<file path="src/rtl/led_pkg.sv">
// Shared display constants, FSM state type and digit wrap helpers for the
// step controller and the segment decoder.
package led_pkg;

  localparam logic [2:0] SEG_BLANK = 3'd7;
  localparam logic [2:0] SEG_MAX   = 3'd6;

  typedef enum logic {
    SHOW  = 1'b0,
    BLANK = 1'b1
  } led_state_e;

  function automatic logic [2:0] digit_up(input logic [2:0] d);
    return (d == SEG_MAX) ? 3'd0 : d + 3'd1;
  endfunction

  function automatic logic [2:0] digit_dn(input logic [2:0] d);
    return (d == 3'd0) ? SEG_MAX : d - 3'd1;
  endfunction

endpackage

</file>
<file path="src/rtl/key_debounce.sv">
// Two-flop synchronizer, consecutive-cycle debounce and registered press
// strobe for one active-low push button.
module key_debounce #(
  parameter int unsigned DB_CYC = 1_000_000
) (
  input  logic clk,
  input  logic rst,
  input  logic i_key_n,
  output logic o_press
);

  localparam int unsigned CW = (DB_CYC > 1) ? $clog2(DB_CYC) : 1;

  logic          r_sync1;
  logic          r_sync2;
  logic          r_lvl;
  logic          r_press;
  logic [CW-1:0] r_cnt;

  logic w_diff;
  logic w_done;

  assign w_diff = (r_sync2 != r_lvl);
  assign w_done = w_diff && (r_cnt == CW'(DB_CYC - 1));

  always_ff @(posedge clk) begin
    if (rst) begin
      r_sync1 <= 1'b1;
      r_sync2 <= 1'b1;
      r_lvl   <= 1'b1;
      r_press <= 1'b0;
      r_cnt   <= '0;
    end else begin
      r_sync1 <= i_key_n;
      r_sync2 <= r_sync1;
      // Strobe only on an accepted fall; releases update the level silently.
      r_press <= w_done && !r_sync2;
      if (w_done) begin
        r_lvl <= r_sync2;
        r_cnt <= '0;
      end else if (w_diff) begin
        r_cnt <= r_cnt + CW'(1);
      end else begin
        r_cnt <= '0;
      end
    end
  end

  assign o_press = r_press;

endmodule

</file>
<file path="src/rtl/key_step_ctrl.sv">
// Up/down key stepper over digits 1..7 with idle blanking; a press while
// blank only wakes the display.
module key_step_ctrl
  import led_pkg::*;
#(
  parameter int unsigned DB_CYC   = 1_000_000,
  parameter int unsigned IDLE_CYC = 500_000_000
) (
  input  logic       clk,
  input  logic       rst,
  input  logic       key_up_n,
  input  logic       key_dn_n,
  output logic [2:0] seg_data,
  output logic       step_pulse
);

  localparam int unsigned IW = (IDLE_CYC > 1) ? $clog2(IDLE_CYC) : 1;

  logic w_up;
  logic w_dn;

  key_debounce #(.DB_CYC(DB_CYC)) u_db_up (
    .clk     (clk),
    .rst     (rst),
    .i_key_n (key_up_n),
    .o_press (w_up)
  );

  key_debounce #(.DB_CYC(DB_CYC)) u_db_dn (
    .clk     (clk),
    .rst     (rst),
    .i_key_n (key_dn_n),
    .o_press (w_dn)
  );

  led_state_e    r_state;
  logic [2:0]    r_cnt;
  logic [IW-1:0] r_idle;
  logic [2:0]    r_seg;
  logic          r_step;

  led_state_e    w_state_nxt;
  logic [2:0]    w_cnt_nxt;
  logic [IW-1:0] w_idle_nxt;
  logic [2:0]    w_seg_nxt;
  logic          w_step_nxt;

  always_ff @(posedge clk) begin
    if (rst) begin
      r_state <= SHOW;
      r_cnt   <= '0;
      r_idle  <= '0;
      r_seg   <= '0;
      r_step  <= 1'b0;
    end else begin
      r_state <= w_state_nxt;
      r_cnt   <= w_cnt_nxt;
      r_idle  <= w_idle_nxt;
      r_seg   <= w_seg_nxt;
      r_step  <= w_step_nxt;
    end
  end

  always_comb begin
    w_state_nxt = r_state;
    w_cnt_nxt   = r_cnt;
    w_idle_nxt  = r_idle;
    case (r_state)
      SHOW: begin
        if (w_up || w_dn) begin
          w_idle_nxt = '0;
          if (w_up && !w_dn) begin
            w_cnt_nxt = digit_up(r_cnt);
          end else if (w_dn && !w_up) begin
            w_cnt_nxt = digit_dn(r_cnt);
          end
        end else if (r_idle == IW'(IDLE_CYC - 1)) begin
          w_state_nxt = BLANK;
          w_idle_nxt  = '0;
        end else begin
          w_idle_nxt = r_idle + IW'(1);
        end
      end
      BLANK: begin
        if (w_up || w_dn) begin
          w_state_nxt = SHOW;
        end
      end
      default: w_state_nxt = SHOW;
    endcase
  end

  // Display code is registered from the next-state values so it lands together with step_pulse.
  always_comb begin
    w_seg_nxt  = (w_state_nxt == SHOW) ? w_cnt_nxt : SEG_BLANK;
    w_step_nxt = (r_state == SHOW) && (w_up != w_dn);
  end

  assign seg_data   = r_seg;
  assign step_pulse = r_step;

endmodule

</file>
<file path="config.mk">
export PLATFORM = sky130hd
export DESIGN_NAME = key_step_ctrl
export DESIGN_NICKNAME = d
export VERILOG_FILES = /design/src/rtl/led_pkg.sv /design/src/rtl/key_debounce.sv /design/src/rtl/key_step_ctrl.sv
export SDC_FILE = /design/constraint.sdc
export NUM_CORES = 1
export LEC_CHECK = 0
export ABC_AREA = 0
export CELL_PAD_IN_SITES_DETAIL_PLACEMENT = 1
export CELL_PAD_IN_SITES_GLOBAL_PLACEMENT = 2
export CORE_ASPECT_RATIO = 1.1
export CORE_MARGIN = 5
export CORE_UTILIZATION = 39
export CTS_CLUSTER_SIZE = 25
export DETAILED_ROUTE_END_ITERATION = 10
export GPL_ROUTABILITY_DRIVEN = 0
export PLACE_DENSITY_LB_ADDON = 0.1
export RECOVER_POWER = 25
export SLEW_MARGIN = 15
export SYNTH_ARGS = -nofsm -noshare
export SYNTH_HDL_FRONTEND = slang
export SYNTH_HIERARCHICAL = 1
export SYNTH_SLANG_ARGS = --single-unit
</file>
<file path="constraint.sdc">
create_clock -name clk -period 2.24 [get_ports clk]
set_input_delay 0.672 -clock clk [delete_from_list [all_inputs] [get_ports clk]]
set_output_delay 0.672 -clock clk [all_outputs]
set_load 0.01 [all_outputs]
</file>
==> results.ini <==
[status]
status=finished, final reports clean

[placement]
dpl-instance-area_sq_um=4280
dpl.hpwl_microns=6080
io_buffer_count=7
dpl.cell_count=579

[logic_synthesis]
avgSynthCellArea_sq_um=8.87
syn-instance-count=452
synth_area_sq_um=4010
synthXorXnorAreaFrac_pct=9.83
synthAdderAreaFrac_pct=3.43
synth_simple_gate_area_share_pct=30.5
yosysTopAreaCellShare_pct=42.4
synth_top_family_by_area=simple AND/OR/NAND/NOR gates
synth_flop_cell=dfxtp_1
synth_edf_count=0
yosys_warnings=6
synth_area_leaders=dfxtp_1 42%, xor2_1 6.1%, nor2_1 5.1%
synth-seq-area-share_pct=42.4
synth_top_cell_by_area=dfxtp_1
async_flop_share_pct=0
synthMuxAreaShare_pct=0
ys_types=50
syn_nets=467
post-synth-top-count-cell=dfxtp_1
ys_top_cells_by_count=85 x dfxtp_1, 55 x nor2_1, 28 x nand3_1, 28 x xor2_1, 20 x inv_1
ys_ff_latch=85
synth_compound_area_share_pct=9.83

[routing]
drc=0
drt_first_pass_iters=4
viasPerCell=5.35
routed_wl_microns=8480
wl_per_cell_microns=14.3
drt-initial-drc-count=117
via_count=3183
ant_nets=0

[global_route]
grt-ovfl-total=0
met3_usage_pct=2.38
grt.total_usage_pct=15.0
met2_usage_pct=26.7
grt_pass1_vias=3320
grt_pass1_wl_microns=15000
antenna_found_initial=0
grt_max_degree=28
grt-busiest-layer=met2
use_met1_pct=17.8

[cts]
clock_latency_ns=0.36
clkTransAtPathRegs_ns=0.09
cts_buffers=9
clk_path_buf_depth=2
postCtsSetupRepairBufs=0
cts_resized=0
clockRootBuffer=clkbuf_8
cts_tree=done
clock-sinks=85
holdBufCountCts=0
htreeDepth=3

[finish]
fillers=1178
drive_gt1_share_pct=14.5
final_cells=595
fin_nets=485
syn2layout_area_growth_pct=10.9
fin_area_sq_um=4450
diodes=0

[sta]
hold_viol=0
worst_pin_slew_ns=0.688
whs_ns=0.418
fin_crit_ns=2.07
slew_headroom_pct=54.1
setup_viol=0
fin_tns_setup_ns=0
rsz0062_at_grt=no
fmax_ghz=0.482
slew_violations=0
skew_ns=0.00864
fin_crit_sh_pct=92.5

[worst_setup_path]
regToRegSetupSlack_ns=0.20
critPathSlowestCell=dlygate4sd3_1
reg2reg_from=u_db_dn/r_cnt[1]
r2r_end=u_db_dn/r_cnt[18]
required_ns=2.49
crit_chain=dlygate4sd3_1 > clkbuf_1 > a311o_1 > clkbuf_4 > nor2_1
start_kind=input pin
end_kind=flip-flop
slowest_delay_ns=0.54
startpoint=rst
cp_max_fo=20
r2r_cells=5
critical_path.endpoint=u_db_up/r_cnt[6]
crit_type=input pin to flip-flop
cp.arrival_ns=2.32

[pwr]
powerDensity_nw_per_um2=573
vdd_drop_max_mv=0.355
design_power_total_mw=2.55
power.leakage_nw=1.51

[die]
dieArea_sq_um=12400
core_area_sq_um=9980
die_w_microns=107
die_h_microns=116
start_util_pct=40.2
ios=8
rows=38

[min_path]
hp-start=u_db_up/r_sync1
hp-class=flip-flop to flip-flop

[job]
maxCapViolations=0

[kinds of logic after synthesis]
logic type | after synthesis
compound gates | 60
xor+xnor | 45
buf+inv | 36
simple gates | 215
flops | 85
fa+ha+maj | 11
[power breakdown]
group / leakage (nW) / internal, mW / switching [mW] / total, mW
Combinational: 0.741 / 0.0231 / 0.0318 / 0.0549
Clock: 0.0795 / 0.405 / 0.564 / 0.969
Sequential: 0.686 / 1.52 / 0.00678 / 1.53
[worst max-delay path, delay by kind of cell]
kind	cells	cell delay, ns
AO/OA/AOI/OAI	1	0.20
AND/OR/NAND/NOR	1	0.08
buffers and inverters	3	1.35
[per-stage QoR]
step | worst slack (ns) | util, %
6_report | 0.167 | 44.6
5_1_grt | 0.0629 | 44.6
4_1_cts | 0.162 | 44.5
3_3_place_gp | 0.236 | 42.9
2_1_floorplan | 0.286 | -
3_5_place_dp | 0.188 | 42.9
[cells in the final DEF (no fill, tap or decap), drive strengths merged, types with 11 or more instances in the layout]
cell type / netlist / routed
a21oi: 20 / 20
buf: 10 / 14
clkbuf: 6 / 13
dfxtp: 85 / 85
ha: 11 / 11
inv: 20 / 20
nand2: 20 / 20
nand3: 30 / 30
nand4: 18 / 18
nor2: 58 / 58
o21ai: 18 / 18
or4: 15 / 15
xnor2: 17 / 17
xor2: 28 / 28
[per-layer routing]
metal | vias up | wire length [microns]
met5 | - | 0
met4 | 0 | 195
met1 | 1535 | 3960
met2 | 19 | 4200
met3 | 13 | 127
li1 | 1616 | -
[worst min-delay path by stage]
stage,endpoint,slack [ns],depth (start not counted)
after global routing,u_db_up/r_sync2,0.44,1
after global placement,u_db_dn/r_sync2,0.39,1
final,u_db_up/r_sync2,0.42,1
after detailed placement,u_db_up/r_sync2,0.41,1
after floorplan,u_db_dn/r_sync2,0.39,1
after CTS,u_db_up/r_sync2,0.42,1
[sequential cells by signal, summed over array words and instances, names as in the netlist]
register and flops:
u_db_dn/r_sync1 1, u_db_dn/r_lvl 1, u_db_up/r_sync2 1, step_pulse 1
u_db_up/r_sync1 1, seg_data 3, u_db_dn/r_sync2 1, u_db_up/r_lvl 1
u_db_dn/r_cnt 20, u_db_up/r_cnt 20, r_state 1, r_idle 29
u_db_up/o_press 1, r_cnt 3, u_db_dn/o_press 1
[final cells by class]
type / count / area, sq um / area share (%)
Clock inverter: 5 / 37.5 / 0.843
Tap cell: 120 / 150 / 3.37
Inverter: 20 / 75.1 / 1.69
Timing Repair Buffer: 23 / 199 / 4.47
Sequential cell: 85 / 1700 / 38.2
Clock buffer: 11 / 131 / 2.95
Multi-Input combinational cell: 331 / 2160 / 48.4
Power figures use the tool's default switching activity.
